===== config.mk =====
export PLATFORM = sky130hd
export DESIGN_NAME = mem_bus_arbiter
export DESIGN_NICKNAME = d
export VERILOG_FILES = /design/src/rtl/mem_bus_arbiter.sv
export SDC_FILE = /design/constraint.sdc
export NUM_CORES = 1
export LEC_CHECK = 0
export ABC_AREA = 1
export CORE_MARGIN = 10
export CORE_UTILIZATION = 41
export DETAILED_ROUTE_END_ITERATION = 16
export PLACE_DENSITY = 0.86
export RECOVER_POWER = 50
export SETUP_SLACK_MARGIN = 0.05
export SYNTH_ARGS = -nofsm -noshare
export SYNTH_HDL_FRONTEND = slang
export SYNTH_SLANG_ARGS = --single-unit

===== constraint.sdc =====
create_clock -name clk -period 1.5 [get_ports clk]
set_clock_uncertainty 0.05 [all_clocks]
set_input_delay 0.3 -clock clk [delete_from_list [all_inputs] [get_ports clk]]
set_output_delay 0.3 -clock clk [all_outputs]
set_load 0.05 [all_outputs]

===== src/rtl/mem_bus_arbiter.sv =====
// Two-port RAM arbiter: CPU vs debug/DMA master, round-robin with debug lock.
// Each grant runs IDLE -> ACCESS -> DONE, or IDLE -> DONE for out-of-map addresses.
module mem_bus_arbiter #(
    parameter int MEM_AW = 15
) (
    input  logic              clk,
    input  logic              reset,
    input  logic              cpu_req,
    input  logic              cpu_we,
    input  logic [15:0]       cpu_addr,
    input  logic [7:0]        cpu_wdata,
    output logic              cpu_gnt,
    output logic              cpu_done,
    input  logic              dbg_req,
    input  logic              dbg_we,
    input  logic [15:0]       dbg_addr,
    input  logic [7:0]        dbg_wdata,
    output logic              dbg_gnt,
    output logic              dbg_done,
    input  logic              dbg_lock,
    output logic [7:0]        rdata,
    output logic              err,
    output logic              cpu_stall,
    output logic [MEM_AW-1:0] mem_addr,
    output logic [7:0]        mem_wdata,
    output logic              mem_oe,
    output logic              mem_we,
    input  logic [7:0]        mem_rdata
);

    typedef enum logic [1:0] {IDLE, ACCESS, DONE} state_t;

    state_t      state, state_nxt;
    logic        own, last, we_q, err_q;
    logic        win, win_dbg, win_we, oom;
    logic [15:0] win_addr;
    logic [7:0]  win_wdata;
    logic        busy;

    always_ff @(posedge clk or posedge reset) begin
        if (reset) state <= IDLE;
        else       state <= state_nxt;
    end

    always_comb begin
        state_nxt = state;
        win       = 1'b0;
        win_dbg   = 1'b0;
        win_we    = cpu_we;
        win_addr  = cpu_addr;
        win_wdata = cpu_wdata;
        oom       = 1'b0;
        case (state)
            IDLE: begin
                // Lock or a lone request or CPU-won-last all favour debug.
                if (dbg_req && (dbg_lock || !cpu_req || !last)) begin
                    win     = 1'b1;
                    win_dbg = 1'b1;
                end else if (cpu_req) begin
                    win = 1'b1;
                end
                if (win_dbg) begin
                    win_we    = dbg_we;
                    win_addr  = dbg_addr;
                    win_wdata = dbg_wdata;
                end
                oom = (win_addr >> MEM_AW) != 16'd0;
                if (win) state_nxt = oom ? DONE : ACCESS;
            end
            ACCESS:  state_nxt = DONE;
            DONE:    state_nxt = IDLE;
            default: state_nxt = IDLE;
        endcase
    end

    always_ff @(posedge clk or posedge reset) begin
        if (reset) begin
            own       <= 1'b0;
            last      <= 1'b1;
            we_q      <= 1'b0;
            err_q     <= 1'b0;
            mem_addr  <= '0;
            mem_wdata <= '0;
            rdata     <= '0;
        end else begin
            if (win) begin
                own       <= win_dbg;
                last      <= win_dbg;
                we_q      <= win_we;
                err_q     <= oom;
                mem_addr  <= win_addr[MEM_AW-1:0];
                mem_wdata <= win_wdata;
            end
            if (state == ACCESS && !we_q) rdata <= mem_rdata;
        end
    end

    // Strobes decode straight from state so an async reset kills them at once.
    assign busy      = (state != IDLE);
    assign cpu_gnt   = busy && !own;
    assign dbg_gnt   = busy && own;
    assign cpu_done  = (state == DONE) && !own;
    assign dbg_done  = (state == DONE) && own;
    assign err       = (state == DONE) && err_q;
    assign mem_oe    = (state == ACCESS) && !we_q;
    assign mem_we    = (state == ACCESS) && we_q;
    assign cpu_stall = dbg_lock || (own && busy);

endmodule


; After elaboration in Yosys (flattened, before gate mapping)
; Index checks and enable logic that the tools add are counted.
[op_classes]
eq_ne = 3
mux = 18
n_reduce_logical = 17
[op_table]
columns = operator, n
row1 = $mux 16, 2
row2 = $mux 8, 2
row3 = $mux 15, 1
row4 = $mux 1, 10
row5 = $logic_and 1x1->1, 8
row6 = $logic_not 1->1, 4
row7 = $mux 2, 2
row8 = $pmux 2 s2, 1
row9 = $logic_or 1x1->1, 3
row10 = $eq 2x1->1 const B, 1
row11 = $eq 2x2->1 const B, 1
row12 = $logic_not 2->1, 1
row13 = $ne 2x1->1 const B, 1
row14 = $reduce_bool 2->1, 1
[totals]
ff_bits = 37
in_bits = 63
output_inout_bits = 39
word_cells = 46

; Depth between registers and ports, before layout
; Gate-level depths: netlist (run 1).
[logic_depth]
ltp_word = 11
ltp_mapped = 8
mapped_depth_nobuf = 7

; Worst setup path after synthesis (run 1)
; No wires, ideal clock.
[synth_path]
kind = register to output
start = register state[0]
end = output port cpu_stall
arrival_time_ns = 1.562
required_time_ns = 1.150
slack_ns = -0.412
path_stages_with_launch = 3
path_buffers = 0
cell_sequence = dfrtp_1 nor2_4 o21ai_0
[synth_via]
elab_chain_len = 3
[synth_lines]
columns = element, line
row1 = start: declaration, 33  ; state_t state, state_nxt;
row2 = start signal: assignment, 42  ; else state <= state_nxt;
row3 = $reduce_bool 2->1, 99  ; assign busy = (state != IDLE);
row4 = $logic_and 1x1->1, 107  ; assign cpu_stall = dbg_lock || (own && busy);
row5 = $logic_or 1x1->1, 107
row6 = end: declaration, 23  ; output logic cpu_stall,
; No other way between the ends.

; Worst setup path in the final report (run 1)
[layout_path]
start = register state[1]
end = output port err
[layout_via]
elab_chain_len = 2
[layout_lines]
columns = element, line
row1 = $eq 2x2->1, 104  ; assign err = (state == DONE) && err_q;
row2 = $logic_and 1x1->1, 104
row3 = end: declaration, 22  ; output logic err,
; No other way between the ends.

==> results of run 1 <==
## flip-flops by register name, summed over array words and instances (netlist names)
name and flops:
last 1, we_q 1, own 1, state 2, mem_addr 15, mem_wdata 8
rdata 8, err_q 1
## worst paths after layout
kind	to	slack, ns	cells past startpoint
min in group asynchronous	mem_wdata[5]	0.68	3
worst max-delay path	err	-0.15	4
worst min-delay path	last	0.43	2
worst max register to register	mem_wdata[3]	-0.10	9
worst min register to register	last	0.43	2
max in group asynchronous	mem_addr[13]	0.15	3
## layout make-up
type	instances	area share, %
repair buffers	127	42.4
flip-flops and latches	37	22.9
multi-input cells	196	22.1
inverters	83	7.91
clock buffers	7	2.38
well taps	70	2.16
clock inverters	1	0.124
## logic make-up (layout without fill, tap and decap cells)
group,count (synthesis),after routing,synth area share [%]
simple gates,194,194,37.9
buf+inv,94,218,18.5
flops,37,37,43.2
compound gates,2,2,0.466
## routing by layer
| metal | part of all wire, % | vias to the layer above | GRT usage, % |
|---|---|---|---|
| li1 | - | 1175 | - |
| met1 | 38 | 1087 | 17.0 |
| met2 | 52 | 74 | 29.8 |
| met3 | 7.8 | 10 | 5.89 |
| met4 | 1.8 | 0 | 4.76 |
| met5 | 0 | - | 0 |
## timing repair
action | 4_1_cts | 5_1_grt
resized for setup | 11 | 17
endpoints found under the setup margin | 8 | 36
pin swaps | 3 | 0
buffers inserted | 4 | 1
cloned | 0 | 4
## synthesized netlist by cell type
cell	number	share of area [%]
inv_1	65	11
clkinv_1	16	2.8
nand2_1	154	27
o21ai_0	2	0.47
nand3_2	3	1.4
inv_2	2	0.35
or2_2	1	0.29
dfstp_2	1	1.2
buf_2	5	1.2
nor2_8	1	0.93
dfrtp_1	36	42
nor2_4	2	1.0
buf_4	2	0.70
nor2_1	7	1.2
buf_6	4	2.1
nand3_1	26	6.1
## report_power, final
part           leakage [nW]  switching, mW  internal, mW
Clock                0.0542          0.345         0.415
Combinational          1.72           3.11          2.78
Sequential            0.453          0.493          1.48
Total                  2.23           3.95          4.68
## worst max-delay path: cells and delay by family (launching register included)
family	cells	cell delay [ns]
buffers and inverters	2	0.21
DFF	1	0.39
and+or+nand+nor	2	0.42
## metrics by stage
stage	instance area, sq um	hold slack, ns
after global routing	4050	0.445
after detailed placement	3740	0.420
final	4050	0.429
after CTS	3920	0.313
after global placement	3740	0.410
after floorplan	2160	0.360
==> results by group, run 1 <==
Run status
  – Status: complete, but fails checks
  – Violated checks: negative setup slack

Cells and area
  – Share of post-route cells with drive strength above 1: 22.0%
  – Commonest non-fill, non-tap cells in the layout: nand2_1 (149), inv_1 (63), clkdlybuf4s50_1 (61), buf_12 (41), dfrtp_1 (36)
  – Area delta synth->final: 88.5%
  – FF/Latch Area: 927 sq um
  – Most common cell after layout, fill and taps aside: nand2_1
  – Number of nets in the finished design: 513
  – # fillers: 334
  – Post-Layout Cell Count: 521
  – Final Util: 79.3%
  – N_diodes: 0
  – Multi-input gate area: 895 sq um

GRT
  – Overflow after GRT: 0
  – Vias in the first global route: 2323
  – First-pass GRT wire length: 11300 microns
  – Largest net degree at the start of global routing: 38
  – Initial antenna violation count: 0
  – Total Routing Usage GR: 16.3%

Place
  – Inst Count DP: 504
  – HPWL after DPL: 5480 microns
  – Pre-CTS WS: -0.151 ns
  – Port Buf Inserts: 101
  – Final Wtd Congestion: 0.793

Detailed routing
  – DR vias/cell: 4.50
  – Routed wire per std cell: 13.9 microns
  – DRT Wirelength: 7270 microns
  – DRC violations left: 0
  – Post-DRT Antenna Nets: 0
  – Routed vias: 2346
  – Detailed Routing Iterations Pass 1: 4
  – DRT iter0 DRCs: 81

Floorplanning
  – Initial Util: 42.0%
  – Die height: 92.4 microns
  – # rows: 26
  – Die W: 92.4 microns
  – Core box area: 5110 sq um
  – IO Count: 102
  – Die ar.: 8530 sq um

Setup path
  – Critical path data arrival time: 1.30 ns
  – Crit end category: output pin
  – Critical Path Max Stage Delay: 0.39 ns
  – Crit path launch: state[1]
  – Critical Path RT: 1.15 ns
  – Setup Crit Path Kind: reg2out
  – Worst path cell trace: inv_2 > or2_4 > nor2_4 > buf_12
  – CP max-delay cell: dfrtp_1
  – Worst-path fanout max: 3
  – Worst reg2reg path startpoint: state[1]
  – Worst setup SP type: register

Worst hold path
  – HP Class: reg2reg
  – Min-delay src: last

Timing
  – Final worst-path cycle share: 110%
  – Achievable frequency: 605 MHz
  – Final TNS setup: -2.79 ns
  – Final Hold Vio Count: 0
  – RSZ-0062 raised after global routing: true
  – Tmin final: 1.65 ns
  – Final worst setup slack: -0.152 ns
  – Tightest Pin Transition: 0.923 ns
  – Rel. slew slack: 38.4%
  – Endpoints failing setup: 35
  – Final Max Tran Viols: 0

Power
  – Total power: 8.62 mW
  – PwrDens: 2130 nW/um^2
  – VDD IR-drop max: 0.00114 V
  – Static Leak: 2.23 nW

Clocking
  – Clk slew on worst S/H paths: 0.08 ns
  – Clock sink total: 37
  – Clock Tree Root: clkbuf_8
  – CTS tree: built
  – Clk Latency, worst-skew pair: 0.29 ns
  – Post-CTS Hold Buffers: 0
  – Total clock buffers created by CTS: 5
  – H-tree depth: 2
  – Max clock buf depth: 2

Logic synthesis
  – Distinct cell type count of the synthesized netlist: 16
  – Avg Cell Area, Syn: 6.57 sq um
  – Post-synthesis cell count: 327
  – Syn_nets: 390
  – Cell Area, Synth: 2150 sq um
  – Number of synthesized register bits: 37
  – Syn. warnings: 0
  – Post-synthesis sequential area ratio: 43.2%

Flow run
  – # Max-Cap Violations: 0
Note: power is estimated with default switching activity, not from simulation.
==> run 2: changes to the inputs <==
- SETUP_SLACK_MARGIN: 0.05 -> 0.4
==> run 2 against run 1 <==
  * The flow still finishes with violations (negative setup slack)
  * Global-route usage is 4.1 points higher
  * Setup slack worse by 0.098 ns
  * Combinational power is 24% higher
  * Clock-buffer cell count is 1 higher
  * Critical endpoint is now mem_addr[5]
==> results by group, run 2 (synthesis gave the netlist of run 1 again) <==
Run status
  – Status: complete, but fails checks
  – Violated checks: negative setup slack

Timing
  – Endpoints failing setup: 36
  – Tightest Pin Transition: 0.715 ns
  – Achievable frequency: 571 MHz
  – Rel. slew slack: 52.0%
  – Final TNS setup: -5.78 ns
  – Final Hold Vio Count: 0
  – RSZ-0062 raised after global routing: true
  – Final worst-path cycle share: 117%
  – Final worst setup slack: -0.251 ns
  – Final Max Tran Viols: 0
  – Tmin final: 1.75 ns

Cells and area
  – Max reg flops: 15
  – Share of post-route cells with drive strength above 1: 43.5%
  – # fillers: 203
  – Most common cell after layout, fill and taps aside: nand2_1
  – Area delta synth->final: 115%
  – Cell area after layout: 4620 sq um
  – Number of nets in the finished design: 542
  – Largest Register: mem_addr
  – Commonest non-fill, non-tap cells in the layout: nand2_1 (93), clkdlybuf4s50_1 (58), inv_1 (52), buf_12 (46), nand2_2 (42)
  – Post-Layout Cell Count: 552
  – Top Registers: mem_addr x15, mem_wdata x8, rdata x8
  – Final Util: 90.4%

Power
  – Logic pwr share: 72.0%
  – PwrDens: 2190 nW/um^2
  – Sw Share: 47.4%
  – Cell-internal power: 5.32 mW
  – VDD IR-drop max: 0.00131 V
  – Static Leak: 2.46 nW
  – Clock share of power: 7.4%
  – Sw power: 4.80 mW
  – Seq pwr share: 20.6%

Setup path
  – Worst-path fanout max: 5
  – R2R Setup Slk: -0.25 ns
  – Critical path data arrival time: 1.93 ns
  – Worst reg2reg path startpoint: state[1]
  – Setup Crit Path Kind: reg2reg
  – Crit end category: register
  – Critical Path RT: 1.68 ns
  – Worst setup SP type: register
  – R2R Path End: mem_addr[5]
  – Worst R2R Path Depth: 12

Detailed routing
  – Routed vias: 2830
  – DRC violations left: 0
  – DR vias/cell: 5.13
  – DRT iter0 DRCs: 164
  – Detailed Routing Iterations Pass 1: 5
  – Routed wire per std cell: 20.1 microns
  – DRT Wirelength: 11100 microns
  – Post-DRT Antenna Nets: 0

Floorplanning
  – Die W: 92.4 microns
  – Die height: 92.4 microns
  – # rows: 26
  – Core box area: 5110 sq um
  – Die ar.: 8530 sq um
  – Initial Util: 42.0%
  – IO Count: 102

Place
  – Final Wtd Congestion: 0.724
  – Port Buf Inserts: 101
  – Inst Count DP: 504
  – Pre-CTS WS: -0.239 ns
  – Placed cell area: 3790 sq um
  – HPWL after DPL: 5860 microns

Clocking
  – Clk slew on worst S/H paths: 0.08 ns
  – Clock sink total: 37
  – Max clock buf depth: 2
  – Total clock buffers created by CTS: 5
  – Post-CTS Hold Buffers: 0
  – CTS tree: built
  – H-tree depth: 2
  – Clock Tree Root: clkbuf_8
  – Clk Latency, worst-skew pair: 0.29 ns

GRT
  – Vias in the first global route: 2894
  – Overflow after GRT: 0
  – First-pass GRT wire length: 14100 microns
  – Largest net degree at the start of global routing: 19
  – Initial antenna violation count: 2
  – Total Routing Usage GR: 20.4%

Flow run
  – # Max-Cap Violations: 0

Worst hold path
  – HP Class: in2async
## run 2: final cells by class
cell class	instances	area, sq um	share of cell area, %
timing repair buffer	155	1960	42.4
inverter	83	350	7.59
tap	70	87.6	1.90
sequential	37	932	20.2
multi-input combinational	196	1180	25.5
antenna	2	5.00	0.108
clock buffer	8	90.1	1.95
timing repair inverter	1	16.3	0.352
## run 2: power groups by stage
stage / clock, mW / sequential (mW) / combinational, mW
after floorplan: 0 / 3.19 / 1.50
after detailed placement: 0 / 2.03 / 5.52
final: 0.748 / 2.09 / 7.29
after global routing: 0.781 / 2.12 / 7.57
after CTS: 0.710 / 2.00 / 6.41
after global placement: 0 / 2.00 / 5.40
## run 2: metal layers
layer | global-route usage (%) | up-vias | routed length (microns)
met5 | 0 | - | 0
met4 | 9.51 | 0 | 566
met3 | 6.94 | 51 | 1040
met2 | 38.1 | 201 | 5760
met1 | 19.7 | 1345 | 3740
li1 | - | 1233 | -
## run 2: critical path, stage by stage (launching register included)
cell and delay [ns]:
dfrtp_1 0.44, buf_6 0.15, nor2_4 0.12, buf_6 0.11, buf_6 0.10, inv_6 0.04
nor2_8 0.12, buf_6 0.13, buf_8 0.12, nand2_2 0.05, inv_1 0.06, nand2_1 0.10
nand2_1 0.10
## run 2: worst max path at each step
stage | start | end | slack (ns) | cells past startpoint
2_1_floorplan | state[1] | cpu_done | 0.14 | 3
3_3_place_gp | dbg_req | err_q | -0.21 | 7
3_5_place_dp | dbg_req | err_q | -0.24 | 7
4_1_cts | state[0] | cpu_done | -0.15 | 3
5_1_grt | state[1] | mem_addr[5] | -0.27 | 10
6_report | state[1] | mem_addr[5] | -0.25 | 12
## run 2: repair_timing
item | 4_1_cts | 5_1_grt
resized for setup | 80 | 60
setup endpoints to repair | 73 | 76
gates cloned | 3 | 0
pin swaps | 43 | 18
setup buffers | 19 | 16
## run 2: metrics by stage
| stage | hold slack [ns] | power (mW) |
|---|---|---|
| CTS | 0.293 | 9.12 |
| global placement | 0.413 | 7.41 |
| global route | 0.530 | 10.5 |
| floorplan | 0.209 | 4.69 |
| finish | 0.494 | 10.1 |
| detailed placement | 0.418 | 7.55 |
